==> src/rtl/instruction_fetch_pkg.sv <==
// instruction_fetch_pkg: shared constants for the fetch stage and its IF/ID register
package instruction_fetch_pkg;
   localparam logic [1:0] ST_REQ = 2'd0;
   localparam logic [1:0] ST_SQUASH = 2'd1;
   localparam logic [1:0] ST_HOLD = 2'd2;
   localparam logic [31:0] BUBBLE_INSTR_DEF = 32'h0000_0000;
   localparam logic [63:0] PC_INC = 64'd4;
endpackage

==> src/rtl/instruction_fetch_if.sv <==
// instruction_fetch_if: req/ready instruction memory bus
interface instruction_fetch_if;
   logic imem_req;
   logic [63:0] imem_addr;
   logic imem_ready;
   logic [31:0] imem_rdata;
   modport master(output imem_req, imem_addr, input imem_ready, imem_rdata);
   modport slave(input imem_req, imem_addr, output imem_ready, imem_rdata);
endinterface

==> src/rtl/instruction_fetch_if_id_reg.sv <==
// instruction_fetch_if_id_reg: IF/ID pipeline register with load, hold and bubble controls
module instruction_fetch_if_id_reg import instruction_fetch_pkg::*; #(
   parameter logic [31:0] BUBBLE_INSTR = BUBBLE_INSTR_DEF
) (
   input  logic        clock,
   input  logic        reset,
   input  logic        load,
   input  logic        bubble,
   input  logic [31:0] d_instr,
   input  logic [63:0] d_pc,
   output logic [31:0] instruction,
   output logic [63:0] pc,
   output logic        valid
);
   // bubble wins over load; neither means hold
   always_ff @(posedge clock or posedge reset)
      if (reset) begin
         instruction <= BUBBLE_INSTR;
         pc <= '0;
         valid <= 1'b0;
      end else if (bubble) begin
         instruction <= BUBBLE_INSTR;
         pc <= '0;
         valid <= 1'b0;
      end else if (load) begin
         instruction <= d_instr;
         pc <= d_pc;
         valid <= 1'b1;
      end
endmodule

==> src/rtl/instruction_fetch.sv <==
// instruction_fetch: PC, imem request FSM, one-word stall buffer and IF/ID register
module instruction_fetch import instruction_fetch_pkg::*; #(
   parameter logic [63:0] RESET_PC = 64'h0,
   parameter logic [31:0] BUBBLE_INSTR = BUBBLE_INSTR_DEF
) (
   input  logic                       clock,
   input  logic                       reset,
   input  logic                       stall,
   input  logic                       or_out,
   input  logic                       Branchreg,
   input  logic [63:0]                PC_CB,
   input  logic [63:0]                read_data1,
   input  logic                       IF_ID_Flush,
   instruction_fetch_if.master        imem,
   output logic [31:0]                instruction,
   output logic [63:0]                PC_out_IF_ID,
   output logic                       if_id_valid
);
   logic [1:0] state;
   logic [63:0] pc, pc_inc, target, redirect_pc, bufpc, d_pc;
   logic [31:0] buffer, d_instr;
   logic redirect, kill, load, bubble;

   assign target = Branchreg ? read_data1 : PC_CB;
   assign redirect = or_out & ~stall;
   assign kill = (or_out | IF_ID_Flush) & ~stall;
   assign pc_inc = pc + PC_INC;
   assign imem.imem_req = state != ST_HOLD;
   assign imem.imem_addr = pc;

   // IF/ID control: load a fresh or buffered word, or inject a bubble; stall holds everything
   always_comb begin
      load = ~stall & ~kill & ((state == ST_REQ & imem.imem_ready) | state == ST_HOLD);
      bubble = ~stall & (state == ST_SQUASH | (state == ST_REQ & (~imem.imem_ready | kill)) | (state == ST_HOLD & kill));
      d_instr = state == ST_HOLD ? buffer : imem.imem_rdata;
      d_pc = state == ST_HOLD ? bufpc : pc;
   end

   // PC, buffer and fetch state; the address only moves when a request completes or in HOLD
   always_ff @(posedge clock or posedge reset)
      if (reset) begin
         state <= ST_REQ;
         pc <= RESET_PC;
         buffer <= '0;
         bufpc <= '0;
         redirect_pc <= '0;
      end else
         case (state)
            ST_REQ:
               if (imem.imem_ready) begin
                  if (stall) begin
                     buffer <= imem.imem_rdata;
                     bufpc <= pc;
                     pc <= pc_inc;
                     state <= ST_HOLD;
                  end else if (redirect)
                     pc <= target;
                  else if (!kill)
                     pc <= pc_inc;
               end else if (redirect) begin
                  redirect_pc <= target;
                  state <= ST_SQUASH;
               end
            ST_SQUASH:
               if (imem.imem_ready) begin
                  pc <= redirect ? target : redirect_pc;
                  state <= ST_REQ;
               end else if (redirect)
                  redirect_pc <= target;
            ST_HOLD:
               if (!stall) begin
                  pc <= redirect ? target : kill ? bufpc : pc;
                  state <= ST_REQ;
               end
            default: state <= ST_REQ;
         endcase

   instruction_fetch_if_id_reg #(.BUBBLE_INSTR(BUBBLE_INSTR)) u_if_id (
      .clock(clock),
      .reset(reset),
      .load(load),
      .bubble(bubble),
      .d_instr(d_instr),
      .d_pc(d_pc),
      .instruction(instruction),
      .pc(PC_out_IF_ID),
      .valid(if_id_valid)
   );
endmodule

==> src/flat_wrapper.sv <==
// flat-port wrapper written by rule: the top's interface ports become plain ports
module instruction_fetch_flat import instruction_fetch_pkg::*;
#(
   parameter logic [63:0] RESET_PC = 64'h0,
   parameter logic [31:0] BUBBLE_INSTR = BUBBLE_INSTR_DEF
)
  (clock, reset, stall, or_out, Branchreg, PC_CB, read_data1, IF_ID_Flush, instruction, PC_out_IF_ID, if_id_valid, imem_imem_req, imem_imem_addr, imem_imem_ready, imem_imem_rdata);
  instruction_fetch_if imem_i ();
  input  logic clock;
  input  logic reset;
  input  logic stall;
  input  logic or_out;
  input  logic Branchreg;
  input  logic [63:0] PC_CB;
  input  logic [63:0] read_data1;
  input  logic IF_ID_Flush;
  output logic [31:0] instruction;
  output logic [63:0] PC_out_IF_ID;
  output logic if_id_valid;
  output wire logic [$bits(imem_i.imem_req)-1:0] imem_imem_req;
  output wire logic [$bits(imem_i.imem_addr)-1:0] imem_imem_addr;
  input wire logic [$bits(imem_i.imem_ready)-1:0] imem_imem_ready;
  input wire logic [$bits(imem_i.imem_rdata)-1:0] imem_imem_rdata;
  assign imem_imem_req = imem_i.imem_req;
  assign imem_imem_addr = imem_i.imem_addr;
  assign imem_i.imem_ready = imem_imem_ready;
  assign imem_i.imem_rdata = imem_imem_rdata;
  instruction_fetch #(.RESET_PC(RESET_PC), .BUBBLE_INSTR(BUBBLE_INSTR)) u_core (.clock(clock), .reset(reset), .stall(stall), .or_out(or_out), .Branchreg(Branchreg), .PC_CB(PC_CB), .read_data1(read_data1), .IF_ID_Flush(IF_ID_Flush), .imem(imem_i), .instruction(instruction), .PC_out_IF_ID(PC_out_IF_ID), .if_id_valid(if_id_valid));
endmodule
==> config.mk <==
export PLATFORM = sky130hd
export DESIGN_NAME = instruction_fetch_flat
export DESIGN_NICKNAME = d
export VERILOG_FILES = /design/src/rtl/instruction_fetch_pkg.sv /design/src/rtl/instruction_fetch_if.sv /design/src/rtl/instruction_fetch_if_id_reg.sv /design/src/rtl/instruction_fetch.sv /design/src/flat_wrapper.sv
export SDC_FILE = /design/constraint.sdc
export NUM_CORES = 1
export LEC_CHECK = 0
export CAP_MARGIN = 40
export CORE_UTILIZATION = 57
export DETAILED_ROUTE_END_ITERATION = 10
export PLACE_DENSITY = 0.89
export SYNTH_ARGS = -nofsm -noshare
export SYNTH_HDL_FRONTEND = slang
export SYNTH_SLANG_ARGS = --single-unit
==> constraint.sdc <==
create_clock -name clock -period 25.4 [get_ports clock]
set_input_delay 6.35 -clock clock [delete_from_list [all_inputs] [get_ports clock]]
set_output_delay 6.35 -clock clock [all_outputs]
set_load 0.03 [all_outputs]
Yosys cells after proc, flatten, opt, wreduce, memory -nomap -nowiden
Cells that the tools add are included.
Word-level totals
  input bits: 167
  flip-flop bits (word level): 323
  output and inout port bits: 162
Operators by class
  eq/ne operators: 10
  add/sub/neg operators: 1
  bitwise operators: 16
  reductions and logical operators: 8
  mux-type cells: 25
Operators with widths (count)
  64-bit two-way mux: 13
  64-bit case mux with 3 select lines: 1
  32-bit two-way mux: 3
  64-bit by 3-bit adder with 64-bit output (second input constant): 1
  2-bit two-way mux: 5
  1-bit AND: 8
  2-bit inequality test (second input constant): 4
  2-bit case mux with 3 select lines: 1
  6-bit AND reduction: 1
  1-bit bitwise OR: 5
  4-bit by 3-bit inequality test with 1-bit output (second input constant): 1
  4-bit AND reduction: 1
  3-bit by 1-bit inequality test with 1-bit output (second input constant): 1
  3-bit by 2-bit inequality test with 1-bit output (second input constant): 1
  3-bit inequality test (second input constant): 1
  1-bit NOT: 3
  3-bit AND reduction: 1
  3-bit nonzero test: 1
  2-bit by 1-bit equality test with 1-bit output (second input constant): 1
  2-bit equality test (second input constant): 1
  2-bit zero test: 1
  1-bit two-way mux: 2
  2-bit AND reduction: 1
  2-bit nonzero test: 1
  2-bit OR reduction: 1

Logic depth before layout (Yosys ltp)
Gate-level depths: netlist (run 1).
  depth in word-level cells: 8
  gate-level depth with buffers: 11
  mapped depth without buffers: 8

Hierarchy
A second synthesis (run 1) with hierarchy kept.
Second synthesis, totals
  cell total of the unflattened synthesis: 1861
  area total of the unflattened synthesis: 17842.1 um^2
By module, submodules not included
  instruction_fetch: sequential area each 5655.4 um^2, cells each 1547, area each 13922.1 um^2, instances 1
  instruction_fetch_if_id_reg: sequential area each 2427.3 um^2, cells each 314, area each 3920.0 um^2, instances 1

Worst setup path before layout (run 1)
No wires, ideal clock.
  path kind: input to register
  start point: input port stall
  end point: register u_core.pc[59] (netlist: u_core.imem.imem_addr[59])
  path buffers: 4
  library setup time: 0.129 ns
  stages: 9
  arrival time: 7.938 ns
  path slack: 17.333 ns
  cells stage by stage: clkbuf_1 nor2b_1 clkbuf_1 clkbuf_1 clkbuf_1 a21oi_1 o21ai_0 a21boi_0 o22ai_1
Between the ends
  longest elaborated chain between the ends: 6
Ends and longest elaborated chain
  start, declared: RTL line flat_wrapper.sv:11  | input logic stall;
  1-bit NOT: RTL line instruction_fetch.sv:25, instruction_fetch.sv:26
  1-bit AND: RTL line instruction_fetch.sv:25  | assign redirect = or_out & ~stall;
  64-bit two-way mux: RTL line instruction_fetch.sv:56  | end else if (redirect)
  64-bit two-way mux: RTL line instruction_fetch.sv:51  | if (stall) begin
  64-bit two-way mux: RTL line instruction_fetch.sv:50  | if (imem.imem_ready) begin
  64-bit case mux with 3 select lines: RTL line instruction_fetch.sv:48  | case (state)
  end signal, assigned: RTL line instruction_fetch.sv:54  | pc <= pc_inc;
  end signal, assigned: RTL line instruction_fetch.sv:57  | pc <= target;
  end signal, assigned: RTL line instruction_fetch.sv:59  | pc <= pc_inc;
  end, declared: RTL line instruction_fetch.sv:20  | logic [63:0] pc, pc_inc, target, redirect_pc, bufpc, d_pc;
Parallel ways exist; a longest one is shown, timed or not. The select of a mux whose other input is x is not followed.
A chain may end at the register's enable or synchronous reset.

Final worst setup path (run 1)
  start point: register u_core.state[0]
  end point: output port imem_imem_req
Between the ends
  longest elaborated chain between the ends: 1
Ends and longest elaborated chain
  start, declared: RTL line instruction_fetch.sv:19  | logic [1:0] state;
  start signal, assigned: RTL line instruction_fetch.sv:42  | state <= ST_REQ;
  start signal, assigned: RTL line instruction_fetch.sv:55  | state <= ST_HOLD;
  start signal, assigned: RTL line instruction_fetch.sv:62  | state <= ST_SQUASH;
  2-bit inequality test: RTL line instruction_fetch.sv:28  | assign imem.imem_req = state != ST_HOLD;
  end, declared: RTL line flat_wrapper.sv:20  | output wire logic [$bits(imem_i.imem_req)-1:0] imem_imem_req;
No other way between the ends.

==> run_results.csv, run 1 <==
group,metric,value,unit
clocking,postCtsSetupBuffers,0,
timing,fmax,0.106,GHz
floorplanning,die_y,174,um
global_route,grt_pass1_wl,85400,um
synth,synth_nets,1941,
timing,slew_violations,0,
floorplanning,start_util,0.584,
finish,antenna_cells,0,
route,vias,15800,
synth,synth_edf_count,0,
synth,avgSynthCellArea,9.53,um^2
finish,area_delta_synth_final,28.7,%
clocking,hold_buffers,0,
synth,ys_warn_count,0,
floorplanning,num_rows,62,
finish,drive_gt1_frac,0.0988,
global_route,groute.usage.overall,0.351,
clocking,h-tree-depth,2,
route,vias_per_cell,6.51,
clocking,cts_root_buf,"clkbuf_16",
synth,synth_area_leaders,"dfrtp_1, mux2i_1, o21ai_0, mux2_2, nand2_1",
clocking,cts_resized,0,
clocking,cts_buffer_depth,3,
global_route,antenna_found_initial,0,
timing,final.min_clock_period,9460,ps
synth,synth_seq_cells,323,
power,power.density,117,nW/um^2
clocking,cts_sinks,323,
power,vdd_ir_drop_max,0.0776,mV
floorplanning,chipWidth,174,um
synth,yosysMostFrequentCell,"dfrtp_1",
setup_path,worstSetupStartpointType,"flop",
timing,clock_skew,10.0,ps
setup_path,setup.worst_path.class,"flop to output port",
floorplanning,dieArea,30300,um^2
worst_hold_path,hold_path_class,"flop to flop",
setup_path,crit_required,19050,ps
synth,ys_types,74,
timing,setup_violations,0,
clocking,worst_skew_pair.late_latency,510,ps
synth,netlist_area,16900,um^2
route,wl_per_cell,22.0,um
synth,synth_top_area_frac,0.480,
place,hpwlAfterDp,34900,um
setup_path,end_kind,"output port",
clocking,cts_tree,"built",
power,seqPwrFrac,0.358,
power,internal_power,1.50,mW
route,dr.pass1.iters,6,
global_route,grt_remaining_overflow,0,
power,p_clk_frac,0.219,
run,cap_violations,0,
timing,hold_slack,475,ps
synth,synthArstFlopShare,1.00,
timing,grt_setup_unrepaired,"false",
global_route,grt_pass1_vias,15900,
setup_path,cp_data_arrival_time,3110,ps
setup_path,crit_fanout,41,
route,ant_nets,0,
timing,fin_crit_sh,0.373,
synth,synthFlopType,"dfrtp_1",
run_status,status,"finished clean",
route,drcViolationCount,0,
synth,synth_cells,1769,
place,portBuffers,328,
global_route,grt_max_degree,163,
clocking,cts_buffers,35,
synth,yosysTopAreaCell,"dfrtp_1",
route,drtIter0Drc,2021,
route,wl,53200,um
synth,synth_common_cells,"dfrtp_1, o21ai_0, nand2_1, nor2_1, mux2i_1",
floorplanning,core,28900,um^2
floorplanning,ioPinCount,329,
power,combPwrFrac,0.423,
finish,nets,2186,
timing,worstMarginPinSlew,978,ps
synth,ys_seq_area_frac,0.480,
clocking,clk_pin_slew,60,ps
power,sw_frac_of_total,0.411,
timing,hold_viol,0,
timing,slew_headroom,0.348,
timing,fin_tns_setup,0,ps
power,p_switching,1.05,mW
place,place.gp.congestion,0.924,
power,leakagePower,8.84,nW
==> area by class of cell <==
type	instances	area [um^2]
timing repair buffer	355	3630
inverter	25	101
multi-input combinational	1274	8140
sequential	323	8080
clock buffer	50	1060
tap	384	480
clock inverter	8	190
fill	1940	7170
==> cell families after synthesis <==
| logic type | after synthesis | synth area share |
|---|---|---|
| compound gates | 527 | 0.187 |
| fa+ha+maj | 5 | 0.00371 |
| buf+inv | 172 | 0.0417 |
| xor+xnor | 2 | 0.00104 |
| simple gates | 491 | 0.133 |
| flops | 323 | 0.480 |
| mux | 249 | 0.155 |
==> power by group through the flow <==
stage / Clock [mW] / Sequential, mW / Combinational [mW]
after floorplan: 0 / 0.953 / 0.605
after global placement: 0 / 0.890 / 0.989
after detailed placement: 0 / 0.905 / 1.05
after CTS: 0.560 / 0.899 / 1.06
after global routing: 0.581 / 0.931 / 1.16
final: 0.556 / 0.910 / 1.08
==> critical path, stage by stage, from the launching register on <==
cell and delay, ps:
dfrtp_1 430, inv_1 150, ha_4 430, buf_16 320
clkinv_1 480, clkdlybuf4s50_1 750
==> registers in the layout (all words and copies together), names as in the netlist <==
| name | flops |
|---|---|
| u_core.bufpc | 64 |
| u_core.imem.imem_addr | 64 |
| u_core.redirect_pc | 64 |
| u_core.u_if_id.pc | 64 |
| u_core.buffer | 32 |
| u_core.u_if_id.instruction | 32 |
| u_core.state | 2 |
| u_core.u_if_id.valid | 1 |
==> layer usage <==
layer / GRT usage / wire length (um) / vias up
met5: 0 / 0 / -
met3: 0.0785 / 5480 / 172
met2: 0.572 / 25500 / 1049
met4: 0.152 / 2180 / 0
li1: - / - / 6915
met1: 0.453 / 20000 / 7621
==> through the flow <==
step	std cells	utilization	setup slack (ps)	power, mW	instance area, um^2
finish	2419	0.751	15940	2.54	21700
global route	2419	0.751	15820	2.67	21700
CTS	2419	0.751	15980	2.52	21700
detailed placement	2361	0.708	15560	1.96	20400
global placement	2352	0.701	15640	1.88	20200
floorplan	1769	-	10110	1.56	16900
==> placed cells by master, fill, tap and decap left out, drive strengths merged, types with 7 or more instances in the layout <==
cell type and count:
a21oi 136, a221o 7, a221oi 27, a22o 13, a22oi 12, a31oi 16
and3 7, and4 14, buf 28, clkbuf 50, clkdlybuf4s50 327, dfrtp 323
inv 24, mux2 92, mux2i 157, nand2 193, nand3 28, nand4 24
nor2 163, nor3 21, nor4 13, o21ai 229, o22ai 13, o31a 9
o31ai 7, or3 7
==> final timing paths <==
check | startpoint | endpoint | slack (ps) | cells past startpoint
hold / removal | u_core.u_if_id.pc[29] | u_core.u_if_id.pc[29] | 470 | 2
hold reg to reg | u_core.u_if_id.pc[29] | u_core.u_if_id.pc[29] | 470 | 2
setup / recovery | u_core.state[0] | imem_imem_req | 15940 | 5
setup reg to reg | u_core.state[0] | u_core.imem.imem_addr[63] | 21730 | 9
min in group asynchronous | reset | u_core.buffer[18] | 6330 | 2
max in group asynchronous | reset | u_core.u_if_id.pc[29] | 17740 | 3
(Power assumes the default switching activity.)
==> inputs of run 2 (changes only) <==
--- a/config.mk
+++ b/config.mk
@@ -6,9 +6,9 @@
 export NUM_CORES = 1
 export LEC_CHECK = 0
 export CAP_MARGIN = 40
-export CORE_UTILIZATION = 57
+export CORE_UTILIZATION = 53
 export DETAILED_ROUTE_END_ITERATION = 10
-export PLACE_DENSITY = 0.89
+export PLACE_DENSITY = 0.83
 export SYNTH_ARGS = -nofsm -noshare
 export SYNTH_HDL_FRONTEND = slang
 export SYNTH_SLANG_ARGS = --single-unit
==> constraint.sdc (replaced) <==
create_clock -name clock -period 9.9 [get_ports clock]
set_input_delay 2.475 -clock clock [delete_from_list [all_inputs] [get_ports clock]]
set_output_delay 2.475 -clock clock [all_outputs]
set_load 0.03 [all_outputs]
==> run_results.csv, run 2 (synthesis gave the netlist of run 1 again) <==
group,metric,value,unit
setup_path,crit_fanout,37,
power,power.density,295,nW/um^2
run_status,status,"finished clean",
timing,fin_crit_sh,0.553,
global_route,antenna_found_initial,0,
finish,area_delta_synth_final,28.3,%
timing,hold_viol,0,
run,cap_violations,0,
finish,mostFrequentLayoutCells,"clkdlybuf4s50_1, dfrtp_1, o21ai_0",
place,place.gp.congestion,0.929,
route,wl,52000,um
clocking,h-tree-depth,2,
finish,drive_gt1_frac,0.0986,
finish,nets,2190,
clocking,cts_sinks,323,
timing,grt_setup_unrepaired,"false",
floorplanning,die_y,180,um
setup_path,reg2reg_depth,10,
floorplanning,chipWidth,180,um
floorplanning,num_rows,64,
setup_path,cp-startpoint,"u_core.state[0]",
place,place_area,20500,um^2
finish,final_area,21600,um^2
place,placedCellCount,2376,
clocking,cts_tree,"built",
floorplanning,start_util,0.545,
global_route,grt_remaining_overflow,0,
place,place_ws,4200,ps
route,ant_nets,0,
setup_path,setup.worst_path.class,"flop to output port",
place,portBuffers,328,
route,vias,15600,
worst_hold_path,min_from,"u_core.u_if_id.pc[48]",
route,wl_per_cell,21.4,um
clocking,clk_pin_slew,60,ps
setup_path,worstSetupStartpointType,"flop",
timing,final.min_clock_period,5470,ps
clocking,hold_buffers,0,
finish,antenna_cells,0,
finish,final_common_cell,"clkdlybuf4s50_1",
floorplanning,dieArea,32500,um^2
clocking,cts_resized,0,
power,leakagePower,8.81,nW
place,hpwlAfterDp,34700,um
global_route,grt_util_met2,0.520,
finish,post-route-util,0.700,
route,dr.pass1.iters,8,
timing,worstMarginPinSlew,937,ps
timing,finalWorstSetupSlack,4430,ps
global_route,groute.usage.overall,0.319,
clocking,worst_skew_pair.late_latency,520,ps
timing,setup_violations,0,
timing,slew_headroom,0.375,
setup_path,crit_required,7430,ps
global_route,grt_max_degree,142,
setup_path,slowest_stage,"clkdlybuf4s50_1",
setup_path,reg2reg_to,"u_core.imem.imem_addr[63]",
global_route,grtUsageMet1,0.415,
timing,hold_slack,475,ps
timing,fin_tns_setup,0,ps
global_route,grt_pass1_wl,83300,um
route,drtIter0Drc,1972,
clocking,cts_root_buf,"clkbuf_16",
clocking,cts_buffer_depth,3,
timing,clock_skew,19.4,ps
worst_hold_path,hold_path_class,"flop to flop",
clocking,cts_buffers,36,
finish,stdcell_count,2435,
floorplanning,ioPinCount,329,
timing,fmax,0.183,GHz
setup_path,cpPeakStageDelay,740,ps
route,vias_per_cell,6.40,
route,drcViolationCount,0,
clocking,postCtsSetupBuffers,0,
setup_path,end_kind,"output port",
power,vdd_ir_drop_max,0.177,mV
setup_path,cp_data_arrival_time,3000,ps
global_route,grt_pass1_vias,15400,
global_route,busiest_layer,"met2",
floorplanning,core,30900,um^2
power,power.total,6.39,mW
setup_path,path_cells,"inv_1, ha_4, buf_16, clkinv_1, clkdlybuf4s50_1",
timing,slew_violations,0,
setup_path,cp-endpoint,"imem_imem_req",
global_route,use_met3,0.0673,
setup_path,r2r-start,"u_core.state[1]",
setup_path,r2r_slack,6520,ps
[run 2: cell types whose count changed in the layout (fill, tap and decap cells not counted), moves of 2 or more]
cell | before | now
clkinv_2 | 2 | 4
clkbuf_1 | 4 | 8
bufinv_16 | 6 | 1
buf_4 | 19 | 21
[run 2: how the worst min path moves through the flow]
stage	to	slack (ps)	depth (start not counted)
after floorplan	u_core.bufpc[14]	470	2
after global placement	u_core.u_if_id.instruction[24]	460	2
after detailed placement	u_core.u_if_id.pc[48]	470	2
after CTS	u_core.u_if_id.pc[48]	480	2
after global routing	u_core.u_if_id.pc[58]	510	2
final	u_core.u_if_id.pc[48]	480	2
[run 2: final cells by class]
cell class	instances	area, um^2
clock buffers	54	1080
clock inverters	5	50.0
fillers	2296	9280
inverters	25	97.6
multi-input cells	1274	8150
flip-flops and latches	323	8080
well taps	396	495
repair buffers	358	3680
[run 2: report_power, final]
part / internal (mW) / switching [mW]
logic: 1.15 / 1.60
registers: 1.80 / 0.523
clock network: 0.774 / 0.532
[run 2: layer usage]
metal,vias to the layer above,wire length (um)
li1,6905,-
met1,7584,20200
met2,939,24900
met3,152,5140
met4,0,1790
met5,-,0
[run 2: critical path, delay by kind of cell (launching register included)]
family,cells,cell delay [ps]
buffers and inverters,4,1590
adder cells (fa/ha/maj),1,460
flip-flops,1,420
